`src/rtl/sap1_pkg.sv`:
```
// sap1_pkg: shared opcode encoding, one-hot T-state constants and the
// control-word layout used by the SAP-1 sequencer.
package sap1_pkg;

  typedef enum logic [3:0] {
    OP_LDA = 4'b0000,
    OP_ADD = 4'b0001,
    OP_SUB = 4'b0010,
    OP_OUT = 4'b1110,
    OP_HLT = 4'b1111
  } opcode_e;

  localparam logic [5:0] T1 = 6'b000001;
  localparam logic [5:0] T2 = 6'b000010;
  localparam logic [5:0] T3 = 6'b000100;
  localparam logic [5:0] T4 = 6'b001000;
  localparam logic [5:0] T5 = 6'b010000;
  localparam logic [5:0] T6 = 6'b100000;

  typedef enum logic [5:0] {
    ST_T1 = T1,
    ST_T2 = T2,
    ST_T3 = T3,
    ST_T4 = T4,
    ST_T5 = T5,
    ST_T6 = T6
  } t_state_e;

  // Active-high: cp ep ea su eu; active-low: lm ce li ei la lb lo
  typedef struct packed {
    logic cp;
    logic ep;
    logic ea;
    logic su;
    logic eu;
    logic lm;
    logic ce;
    logic li;
    logic ei;
    logic la;
    logic lb;
    logic lo;
  } ctrl_word_t;

  localparam ctrl_word_t CTRL_INACTIVE = ctrl_word_t'(12'b00000_1111111);

endpackage

```
`src/rtl/controle_sequenciador_anel_t.sv`:
```
// anel_t: one-hot T-state ring with halt freeze.
// Optional macro SAP1_EARLY_RETURN_EN: jump back to T1 right after the last
// execute state that does any work (LDA after T5, OUT/undefined after T4).
//
// state | meaning
// T1    | fetch: PC to MAR
// T2    | fetch: PC increment
// T3    | fetch: RAM to IR
// T4    | execute step 1 (frozen here once halted)
// T5    | execute step 2
// T6    | execute step 3
module anel_t
  import sap1_pkg::*;
#(
  parameter int OPCODE_W = 4
) (
  input  logic                CLK,
  input  logic                CLR,
  input  logic [OPCODE_W-1:0] op_code,
  output logic [5:0]          t_estado,
  output logic                halt
);

  t_state_e state, state_nxt;
  logic     halt_nxt;
  logic     op_hlt;
  logic     ret_t4;
  logic     ret_t5;

  assign op_hlt = (op_code == OPCODE_W'(OP_HLT));

`ifdef SAP1_EARLY_RETURN_EN
  logic op_lda, op_out, op_undef;
  assign op_lda   = (op_code == OPCODE_W'(OP_LDA));
  assign op_out   = (op_code == OPCODE_W'(OP_OUT));
  assign op_undef = !(op_lda || op_out || op_hlt ||
                      (op_code == OPCODE_W'(OP_ADD)) ||
                      (op_code == OPCODE_W'(OP_SUB)));
  assign ret_t4   = op_out || op_undef;
  assign ret_t5   = op_lda;
`else
  assign ret_t4   = 1'b0;
  assign ret_t5   = 1'b0;
`endif

  // State and halt flag registers, async clear back to T1
  always_ff @(posedge CLK or posedge CLR) begin
    if (CLR) begin
      state <= ST_T1;
      halt  <= 1'b0;
    end else begin
      state <= state_nxt;
      halt  <= halt_nxt;
    end
  end

  // Ring advance; HLT in T4 latches halt and holds the ring at T4
  always_comb begin
    state_nxt = state;
    halt_nxt  = halt;
    if (!halt) begin
      case (state)
        ST_T1: state_nxt = ST_T2;
        ST_T2: state_nxt = ST_T3;
        ST_T3: state_nxt = ST_T4;
        ST_T4: begin
          if (op_hlt)      halt_nxt  = 1'b1;
          else if (ret_t4) state_nxt = ST_T1;
          else             state_nxt = ST_T5;
        end
        ST_T5: state_nxt = ret_t5 ? ST_T1 : ST_T6;
        ST_T6: state_nxt = ST_T1;
        default: state_nxt = ST_T1;
      endcase
    end
  end

  assign t_estado = state;

endmodule

```
`src/rtl/controle_sequenciador.sv`:
```
// controle_sequenciador: SAP-1 control sequencer. The anel_t ring supplies
// the T-state and halt flag; control outputs are decoded combinationally
// here. Optional macro SAP1_EARLY_RETURN_EN (handled inside anel_t)
// shortens LDA, OUT and undefined opcodes.
module controle_sequenciador
  import sap1_pkg::*;
#(
  parameter int OPCODE_W = 4
) (
  input  logic                CLK,
  input  logic                CLR,
  input  logic [OPCODE_W-1:0] op_code,
  output logic [5:0]          t_estado,
  output logic                ciclo_busca,
  output logic                Cp,
  output logic                Ep,
  output logic                Ea,
  output logic                Su,
  output logic                Eu,
  output logic                Lm,
  output logic                Ce,
  output logic                Li,
  output logic                Ei,
  output logic                La,
  output logic                Lb,
  output logic                Lo,
  output logic                hlt
);

  logic       halt;
  ctrl_word_t ctrl;
  logic       op_lda, op_add, op_sub, op_out;

  anel_t #(.OPCODE_W(OPCODE_W)) u_anel (
    .CLK      (CLK),
    .CLR      (CLR),
    .op_code  (op_code),
    .t_estado (t_estado),
    .halt     (halt)
  );

  assign op_lda = (op_code == OPCODE_W'(OP_LDA));
  assign op_add = (op_code == OPCODE_W'(OP_ADD));
  assign op_sub = (op_code == OPCODE_W'(OP_SUB));
  assign op_out = (op_code == OPCODE_W'(OP_OUT));

  // Control-word decode; CLR gates directly so an async clear blanks
  // the controls without waiting for the register to settle
  always_comb begin
    ctrl = CTRL_INACTIVE;
    if (!CLR && !halt) begin
      case (t_estado)
        T1: begin
          ctrl.ep = 1'b1;
          ctrl.lm = 1'b0;
        end
        T2: ctrl.cp = 1'b1;
        T3: begin
          ctrl.ce = 1'b0;
          ctrl.li = 1'b0;
        end
        T4: begin
          if (op_lda || op_add || op_sub) begin
            ctrl.ei = 1'b0;
            ctrl.lm = 1'b0;
          end else if (op_out) begin
            ctrl.ea = 1'b1;
            ctrl.lo = 1'b0;
          end
        end
        T5: begin
          if (op_lda) begin
            ctrl.ce = 1'b0;
            ctrl.la = 1'b0;
          end else if (op_add || op_sub) begin
            ctrl.ce = 1'b0;
            ctrl.lb = 1'b0;
          end
        end
        T6: begin
          if (op_add || op_sub) begin
            ctrl.eu = 1'b1;
            ctrl.la = 1'b0;
            ctrl.su = op_sub;
          end
        end
        default: ;
      endcase
    end
  end

  assign ciclo_busca = !CLR && ((t_estado == T1) || (t_estado == T2) || (t_estado == T3));
  assign hlt         = halt;

  assign Cp = ctrl.cp;
  assign Ep = ctrl.ep;
  assign Ea = ctrl.ea;
  assign Su = ctrl.su;
  assign Eu = ctrl.eu;
  assign Lm = ctrl.lm;
  assign Ce = ctrl.ce;
  assign Li = ctrl.li;
  assign Ei = ctrl.ei;
  assign La = ctrl.la;
  assign Lb = ctrl.lb;
  assign Lo = ctrl.lo;

endmodule
```
`config.mk`:
```
export PLATFORM = sky130hd
export DESIGN_NAME = controle_sequenciador
export DESIGN_NICKNAME = d
export VERILOG_FILES = /design/src/rtl/sap1_pkg.sv /design/src/rtl/controle_sequenciador_anel_t.sv /design/src/rtl/controle_sequenciador.sv
export SDC_FILE = /design/constraint.sdc
export NUM_CORES = 1
export LEC_CHECK = 0
export CAP_MARGIN = 25
export CELL_PAD_IN_SITES_DETAIL_PLACEMENT = 1
export CELL_PAD_IN_SITES_GLOBAL_PLACEMENT = 1
export CORE_ASPECT_RATIO = 0.7
export CORE_MARGIN = 5
export CORE_UTILIZATION = 34
export CTS_BUF_LIST = sky130_fd_sc_hd__clkbuf_4
export DETAILED_ROUTE_END_ITERATION = 7
export PLACE_DENSITY = 0.93
export RECOVER_POWER = 25
export SLEW_MARGIN = 20
export SYNTH_ARGS = -nofsm -noshare
export SYNTH_HDL_FRONTEND = slang
export SYNTH_HIERARCHICAL = 1
export SYNTH_SLANG_ARGS = --single-unit
```
`constraint.sdc`:
```
create_clock -name CLK -period 3.4 [get_ports CLK]
set_input_delay 0.68 -clock CLK [delete_from_list [all_inputs] [get_ports CLK]]
set_output_delay 0.68 -clock CLK [all_outputs]
set_load 0.05 [all_outputs]
```
Word level (Yosys, flattened, before mapping)
Cells that the tools add are included.
Cells by class
  $add $sub $neg: 0
  mux-type cells: 27
  multiply operators: 0
  shift-type cells: 0
  reductions and logical operators: 11
  div/mod/pow operators: 0
  equality and inequality tests: 11
  bitwise logic cells: 1
  $lt $le $gt $ge: 0
Operator list (number)
  one-hot mux 6 bit (5 select lines): 1
  2-to-1 mux 1 bit: 19
  2-to-1 mux 12 bit: 1
  equality test 4 bit, second input constant: 2
  equality test 6 x 1 -> 1 bit, second input constant: 1
  equality test 6 x 2 -> 1 bit, second input constant: 1
  equality test 6 x 3 -> 1 bit, second input constant: 1
  equality test 6 x 4 -> 1 bit, second input constant: 1
  equality test 6 x 5 -> 1 bit, second input constant: 1
  equality test 6 bit, second input constant: 1
  2-to-1 mux 6 bit: 1
  one-hot mux 1 bit (2 select lines): 3
  logical OR 1 bit: 5
  equality test 4 x 1 -> 1 bit, second input constant: 1
  equality test 4 x 2 -> 1 bit, second input constant: 1
  zero test 4 bit: 1
  2-to-1 mux 2 bit: 2
  logical AND 1 bit: 2
  zero test 1 bit: 2
  != test 2 bit, second input constant: 1
  AND reduction 2 bit: 1
  NOT 1 bit: 1
Storage, ports and cells
  register bits after elaboration: 7
  latch bits: 0
  memories: 0
  bits in writable memories: 0
  memory bits (read-only): 0
  output and inout port bits: 20
  logic and storage cells: 52

Logic depth before layout (Yosys ltp)
Gate-level depths: netlist of the first run.
  depth in word-level cells: 6
  depth in mapped cells: 5

By module
The synthesis of the first run kept the hierarchy.
Modules (own cells, without submodules)
  anel_t: cells each 42, seq. area each 176.4 µm², times used 1, area an instance 394.1 µm²
  controle_sequenciador: cells each 37, seq. area each 0.0 µm², times used 1, area an instance 261.5 µm²

Worst setup path before layout of the first run
Ideal clock, no wire load.
  path kind: reg2out
  start point: register u_anel.state[2], in the netlist u_anel/t_estado[2]
  end point: output Ea
  arrival time: 2704 ps
  required time: 2720 ps
  stages on the path, launching flop included: 5
  path slack: 16 ps
  cell sequence: dfrtp_1 > buf_6 > nor4b_4 > nand2_1 > nor4_1
On the way
  word-level cells in the longest chain between the ends: 3
RTL lines
  start, declared: RTL line controle_sequenciador_anel_t.sv:24  | t_state_e state, state_nxt;
  start signal, assigned: RTL line controle_sequenciador_anel_t.sv:52  | state <= state_nxt;
  equality test 6 x 4 -> 1 bit: RTL line controle_sequenciador.sv:52  | case (t_estado)
  2-to-1 mux 1 bit: RTL line controle_sequenciador.sv:52
  2-to-1 mux 12 bit: RTL line controle_sequenciador.sv:51  | if (!CLR && !halt) begin
  end, declared: RTL line controle_sequenciador.sv:17  | output logic Ea,
No other way between the ends.

Worst setup path after layout of the first run
  start point: input CLR
  end point: output Ei
On the way
  word-level cells in the longest chain between the ends: 3
RTL lines
  start, declared: RTL line controle_sequenciador.sv:11  | input logic CLR,
  zero test 1 bit (no line)
  logical AND 1 bit: RTL line controle_sequenciador.sv:51
  2-to-1 mux 12 bit: RTL line controle_sequenciador.sv:51
  end, declared: RTL line controle_sequenciador.sv:23  | output logic Ei,
No other way between the ends.

==> reports/metrics.cfg, run 1 <==
[yosys]
synth_top_area_share_pct=22.9
async_flop_share_pct=100
synthCells=79
synth_adder_area_share_pct=0
synth_commonest_cells=nand2_1 (9), nor2_1 (8), dfrtp_1 (6)
synth_area_leader_cell=dfrtp_1
synth_ff_type=dfrtp_1
synth_compound_area_share_pct=16.2
ys.warnings.count=6
yosys.area_share.simple_pct=46.4
synth.area.mux_share_pct=0
synth_seq_area_share_pct=26.9
synth_xor_area_share_pct=4.01
synth_top_family_by_area=simple AND/OR/NAND/NOR gates
syn_area_per_cell_um2=8.30
synth_edf_count=0
synth.cell_area_um2=656
synth_cell_types=38
syn_nets=85
synth_seq_cells=7
yosysMostFrequentCell=nand2_1
yosys-top-cells-area=dfrtp_1 (23%), nand2_1 (5.2%), nor2_1 (4.6%)

[placed_design]
portBuffers=25
gp_congestion=0.802
dp.cells=123
hpwlAfterDp_um=1630

[sta]
finalClockSkew_ns=0.0105
slew_violations=0
rsz0062_at_grt=no
fmax_mhz=308
slew_headroom_pct=62.6
finalSetupViolations=0
finalHoldViolations=0
tightest_slew_ns=0.561
period_share_pct=95.5
tns_ns=0
whs_ns=0.667
period_minus_slack_ns=3.25

[power]
p_sw_share_pct=57.3
clockPowerShare_pct=8.7
pwr-share-comb_pct=66.1
p_leak_nw=0.352
vdd_drop_max_mv=0.481
p_int_uw=372
powerDensity_nw_per_um2=927
p_sw_uw=500
seqPwrFrac_pct=25.2

[critical_path]
crit_path_end_kind=output pin
r2r_start=u_anel/t_estado[2]$_DFFE_PP0P_
start_kind=input pin
reg2reg_depth=5
worstPathRequired_ns=2.72
cp_max_fo=5
r2r_end=u_anel/t_estado[0]$_DFFE_PP1P_
rrSetupSlack_ns=1.56
cp.arrival_ns=2.57
crit_type=in -> out

[die]
dieArea_um2=2920
num_rows=13
start_util_pct=35.7
die_h_um=46.7
io_pins=26
die-width_um=62.5
core-area_um2=1840

[layout]
insertedDiodeCount=0
drive_gt1_share_pct=18.1
layout.cells.non_filler=127
syn2layout_area_growth_pct=43.5
fin_nets=112

[route]
wire_per_inst_um=16.7
drt-pass1-iter-count=3
vias_per_cell=5.50
via_count=698
drtIter0Drc=20
drt_wl_total_um=2120
drc=0
antenna_left=0

[global_route]
grt_usage_pct=15.3
grt_first_pass_wirelength_um=3470
globalRouteOverflowTotal=0
grt_max_degree=15
antenna_found_initial=0
grt_pass1_vias=691

[run_status]
status=complete, no violations

[clock_network]
ctsResizeCount=0
cts_buffers=3
cts.hold.buffers_added=0
cts_setup_buffers=0
clock_path_buffers=2
clk_pin_slew_ns=0.06
cts_tree=yes
htree_num_levels=1
clock_latency_ns=0.26
cts_root_buffer=clkbuf_4
clock-sinks=7

[min_path]
hp-class=reg -> reg
holdPathEnd=u_anel/t_estado[1]$_DFFE_PP0P_
hp-start=u_anel/t_estado[0]$_DFFE_PP1P_
min_path_cells=2

[run]
max-cap-violations=0

-- routing by layer --
metal / global-route usage, % / wire length, µm / part of all wire, % / vias to the layer above
met2: 26.9 / 1010 / 48 / 18
met5: 0 / 0 / 0 / -
met1: 18.7 / 1010 / 47 / 329
met4: 2.54 / 0 / 0 / 0
met3: 5.98 / 103 / 4.9 / 0
li1: - / - / - / 351
-- worst max path at each step --
stage,endpoint,depth (start not counted),startpoint
global route,Ei,4,CLR
CTS,Ei,4,op_code[3]
global placement,Ei,4,op_code[3]
detailed placement,Ei,4,op_code[3]
floorplan,Ea,4,u_anel/t_estado[2]$_DFFE_PP0P_
finish,Ei,4,CLR
-- placed cells by master (no fill, tap or decap), types with 2 or more instances in the layout --
| cell type | n |
|---|---|
| nor4b_1 | 2 |
| xnor2_1 | 3 |
| inv_1 | 3 |
| o41ai_1 | 2 |
| nor2_1 | 8 |
| or3b_1 | 2 |
| nand2b_1 | 3 |
| dfrtp_1 | 6 |
| clkbuf_4 | 3 |
| nand4_1 | 3 |
| buf_12 | 2 |
| a31oi_1 | 2 |
| buf_4 | 5 |
| o21ai_0 | 2 |
| a21oi_1 | 3 |
| clkdlybuf4s50_1 | 17 |
| nor3_1 | 3 |
| nor4_1 | 2 |
| or2_2 | 2 |
| nor4_2 | 2 |
| nand2_1 | 9 |
-- cell families (layout without fill, tap and decap cells) --
kind of cell,count (synthesis),in the layout
buffers and inverters,7,33
AO/OA/AOI/OAI,15,15
flip-flops,7,7
XOR/XNOR,3,3
AND/OR/NAND/NOR,47,47
-- flip-flops by register name (all words and copies together), names as in the netlist --
register,flops
u_anel/t_estado,6
u_anel/halt,1
-- power by group through the flow --
| stage | Sequential, mW | Clock (mW) | Combinational, mW |
|---|---|---|---|
| after floorplan | 0.286 | 0 | 0.343 |
| after global placement | 0.215 | 0 | 0.555 |
| after detailed placement | 0.220 | 0 | 0.576 |
| after CTS | 0.219 | 0.0809 | 0.579 |
| after global routing | 0.234 | 0.0869 | 0.611 |
| final | 0.219 | 0.0763 | 0.576 |
-- layout make-up --
| type | count | area, µm² |
|---|---|---|
| Multi-Input combinational cell | 65 | 437 |
| Tap cell | 22 | 27.5 |
| Clock inverter | 1 | 5.00 |
| Sequential cell | 7 | 176 |
| Clock buffer | 3 | 22.5 |
| Fill cell | 232 | 897 |
| Inverter | 3 | 11.3 |
| Timing Repair Buffer | 26 | 262 |
-- stage by stage --
step	utilization [%]	area [µm²]	worst slack, ns	total power, mW
detailed placement	49.9	917	0.170	0.796
global route	51.2	941	0.0677	0.932
global placement	49.9	917	0.220	0.770
finish	51.2	941	0.154	0.872
CTS	51.4	945	0.172	0.879
floorplan	-	656	0.0159	0.629
-- critical path, cell delays in order --
cell	delay, ns
dlygate4sd3_1	0.61
nor4_2	0.35
nand4_1	0.19
clkdlybuf4s50_1	0.74
Note: power is estimated with default switching activity, not from simulation.
==> run 2, diff against run 1 <==
SKIP_CTS_REPAIR_TIMING = 1   (was default)
==> results of run 2 <==
No change in the layout: final DEF, timing and power equal those of run 1.
==> edit: new RTL, settings of run 1 <==
`OPCODE_W` is set to 4 in 2 places; all go to 6.
--- a/src/rtl/controle_sequenciador_anel_t.sv
+++ b/src/rtl/controle_sequenciador_anel_t.sv
@@ -14,3 +14,3 @@
 #(
-  parameter int OPCODE_W = 4
+  parameter int OPCODE_W = 6
 ) (
--- a/src/rtl/controle_sequenciador.sv
+++ b/src/rtl/controle_sequenciador.sv
@@ -7,3 +7,3 @@
 #(
-  parameter int OPCODE_W = 4
+  parameter int OPCODE_W = 6
 ) (
Ports: changed (resized op_code); port bits go from 26 to 28. The function was not compared with the original's and may differ.
==> edit against run 1 <==
- synthesized area increased by 5.9%
- die area up 4.8%
- critical path type unchanged
- fmax is 2.7% higher
- sequential cell count stayed put
- via count grew 13%
- largest power group unchanged
- sequential power fell by 17%
- worst setup slack improved by 0.085 ns
- wire length is 16% higher
- count of clock-buffer cells in the layout rose by 1
- final area grew 12%
- power decreased by 15%
- highest routed layer is now met4
==> edit: results <==
critical_path:
  cp_max_fo: 4
  arrival_ns: 2.48
  critPathTopFamily: "simple AND/OR/NAND/NOR gates"
  cpMaxStageDelayCell: "or4_4"
  max_stage_delay_ns: 0.60
routing:
  vias: 786
  dr.pass1.iters: 5
  wl_um: 2470
  wl_met2_um: 1230
  wl_met3_um: 115
  initialDrtViolationCount: 31
  via_per_inst: 6.05
  highest_layer: "met4"
  m1WireLength_um: 1120
clocking:
  clk_latency_ns: 0.25
  cts_resized: 0
  clockBufferDepth: 2
  h-tree-depth: 1
global_route:
  grt_max_degree: 16
  grt_use_met3_pct: 5.87
  grt_pass1_wl_um: 3850
  antenna_found_initial: 0
  first_global_vias: 763
  met2_usage_pct: 29.5
  met1_usage_pct: 20.7
  grtUsageTotal_pct: 16.8
logic_synthesis:
  synthTopCellsByCount: "8 x nor2_1, 6 x dfrtp_1, 5 x nor3_1"
  yosys.cell_types.count: 41
  synth_area_leaders: "dfrtp_1 22%, or4_4 6.5%, nor2_1 4.3%"
  synthMuxAreaShare_pct: 2.16
  synth_compound_area_share_pct: 19.8
  seq_area_frac_synth_pct: 25.4
  synth_top_area_share_pct: 21.6
  synthXorXnorAreaFrac_pct: 3.78
  synth_flop_cell: "dfrtp_1"
  synth_cells: 77
  yosys_warnings: 6
power_and_ir_drop:
  p_leak_nw: 0.422
  ir_drop_mv: 0.453
cells_and_area:
  largest_reg_flops: 6
  drive_above_1_share_pct: 29.6
  nets: 117
placed_design:
  dp.cells: 126
  gp_congestion: 0.724
  detailed_place_hpwl_um: 1830
  port_buffers: 27
sta:
  skew_ns: 0.00260
  worstMarginPinSlew_ns: 0.531
hold_path:
  hold_path_class: "register to register"
status:
  status: "finished, final reports clean"
edit: cell types whose count changed in the layout (fill, tap and decap cells not counted), moves of 3 or more:
| cell | before | now |
|---|---|---|
| nand2_1 | 9 | 4 |
| buf_12 | 2 | 5 |
| clkdlybuf4s50_1 | 17 | 14 |
| buf_4 | 5 | 8 |
edit: worst paths after layout:
path                                                start                             end  slack [ns]  cells past startpoint
max in group asynchronous                             CLR  u_anel/t_estado[0]$_DFFE_PP1P_        2.21                      2
hold / removal             u_anel/t_estado[0]$_DFFE_PP1P_  u_anel/t_estado[0]$_DFFE_PP1P_        0.72                      1
setup / recovery                               op_code[2]                              Su        0.24                      5
setup reg to reg           u_anel/t_estado[2]$_DFFE_PP0P_  u_anel/t_estado[0]$_DFFE_PP1P_        1.46                      4
min in group asynchronous                             CLR  u_anel/t_estado[5]$_DFFE_PP0P_        0.91                      2
hold reg to reg            u_anel/t_estado[0]$_DFFE_PP1P_  u_anel/t_estado[0]$_DFFE_PP1P_        0.72                      1
edit: logic make-up after synthesis:
group,Yosys count
flip-flops,7
multiplexers,1
buffers and inverters,4
AO/OA/AOI/OAI,18
AND/OR/NAND/NOR,44
XOR/XNOR,3
edit: metrics by stage:
step	setup slack [ns]	area (µm²)
3_5_place_dp	0.225	1020
4_1_cts	0.222	1050
6_report	0.240	1050
3_3_place_gp	0.260	1020
5_1_grt	0.152	1050
2_1_floorplan	0.450	694
edit: cell type report:
cell class / instances / area, µm²
fill: 223 / 852
multi-input combinational: 66 / 495
timing repair buffer: 28 / 310
sequential: 7 / 176
clock buffer: 4 / 30.0
tap: 22 / 27.5
inverter: 3 / 11.3
edit: power breakdown:
part	total, mW	internal [mW]	switching (mW)
sequential	0.182	0.109	0.0732
combinational	0.473	0.197	0.277
clock	0.0829	0.0527	0.0302
total	0.738	0.358	0.380
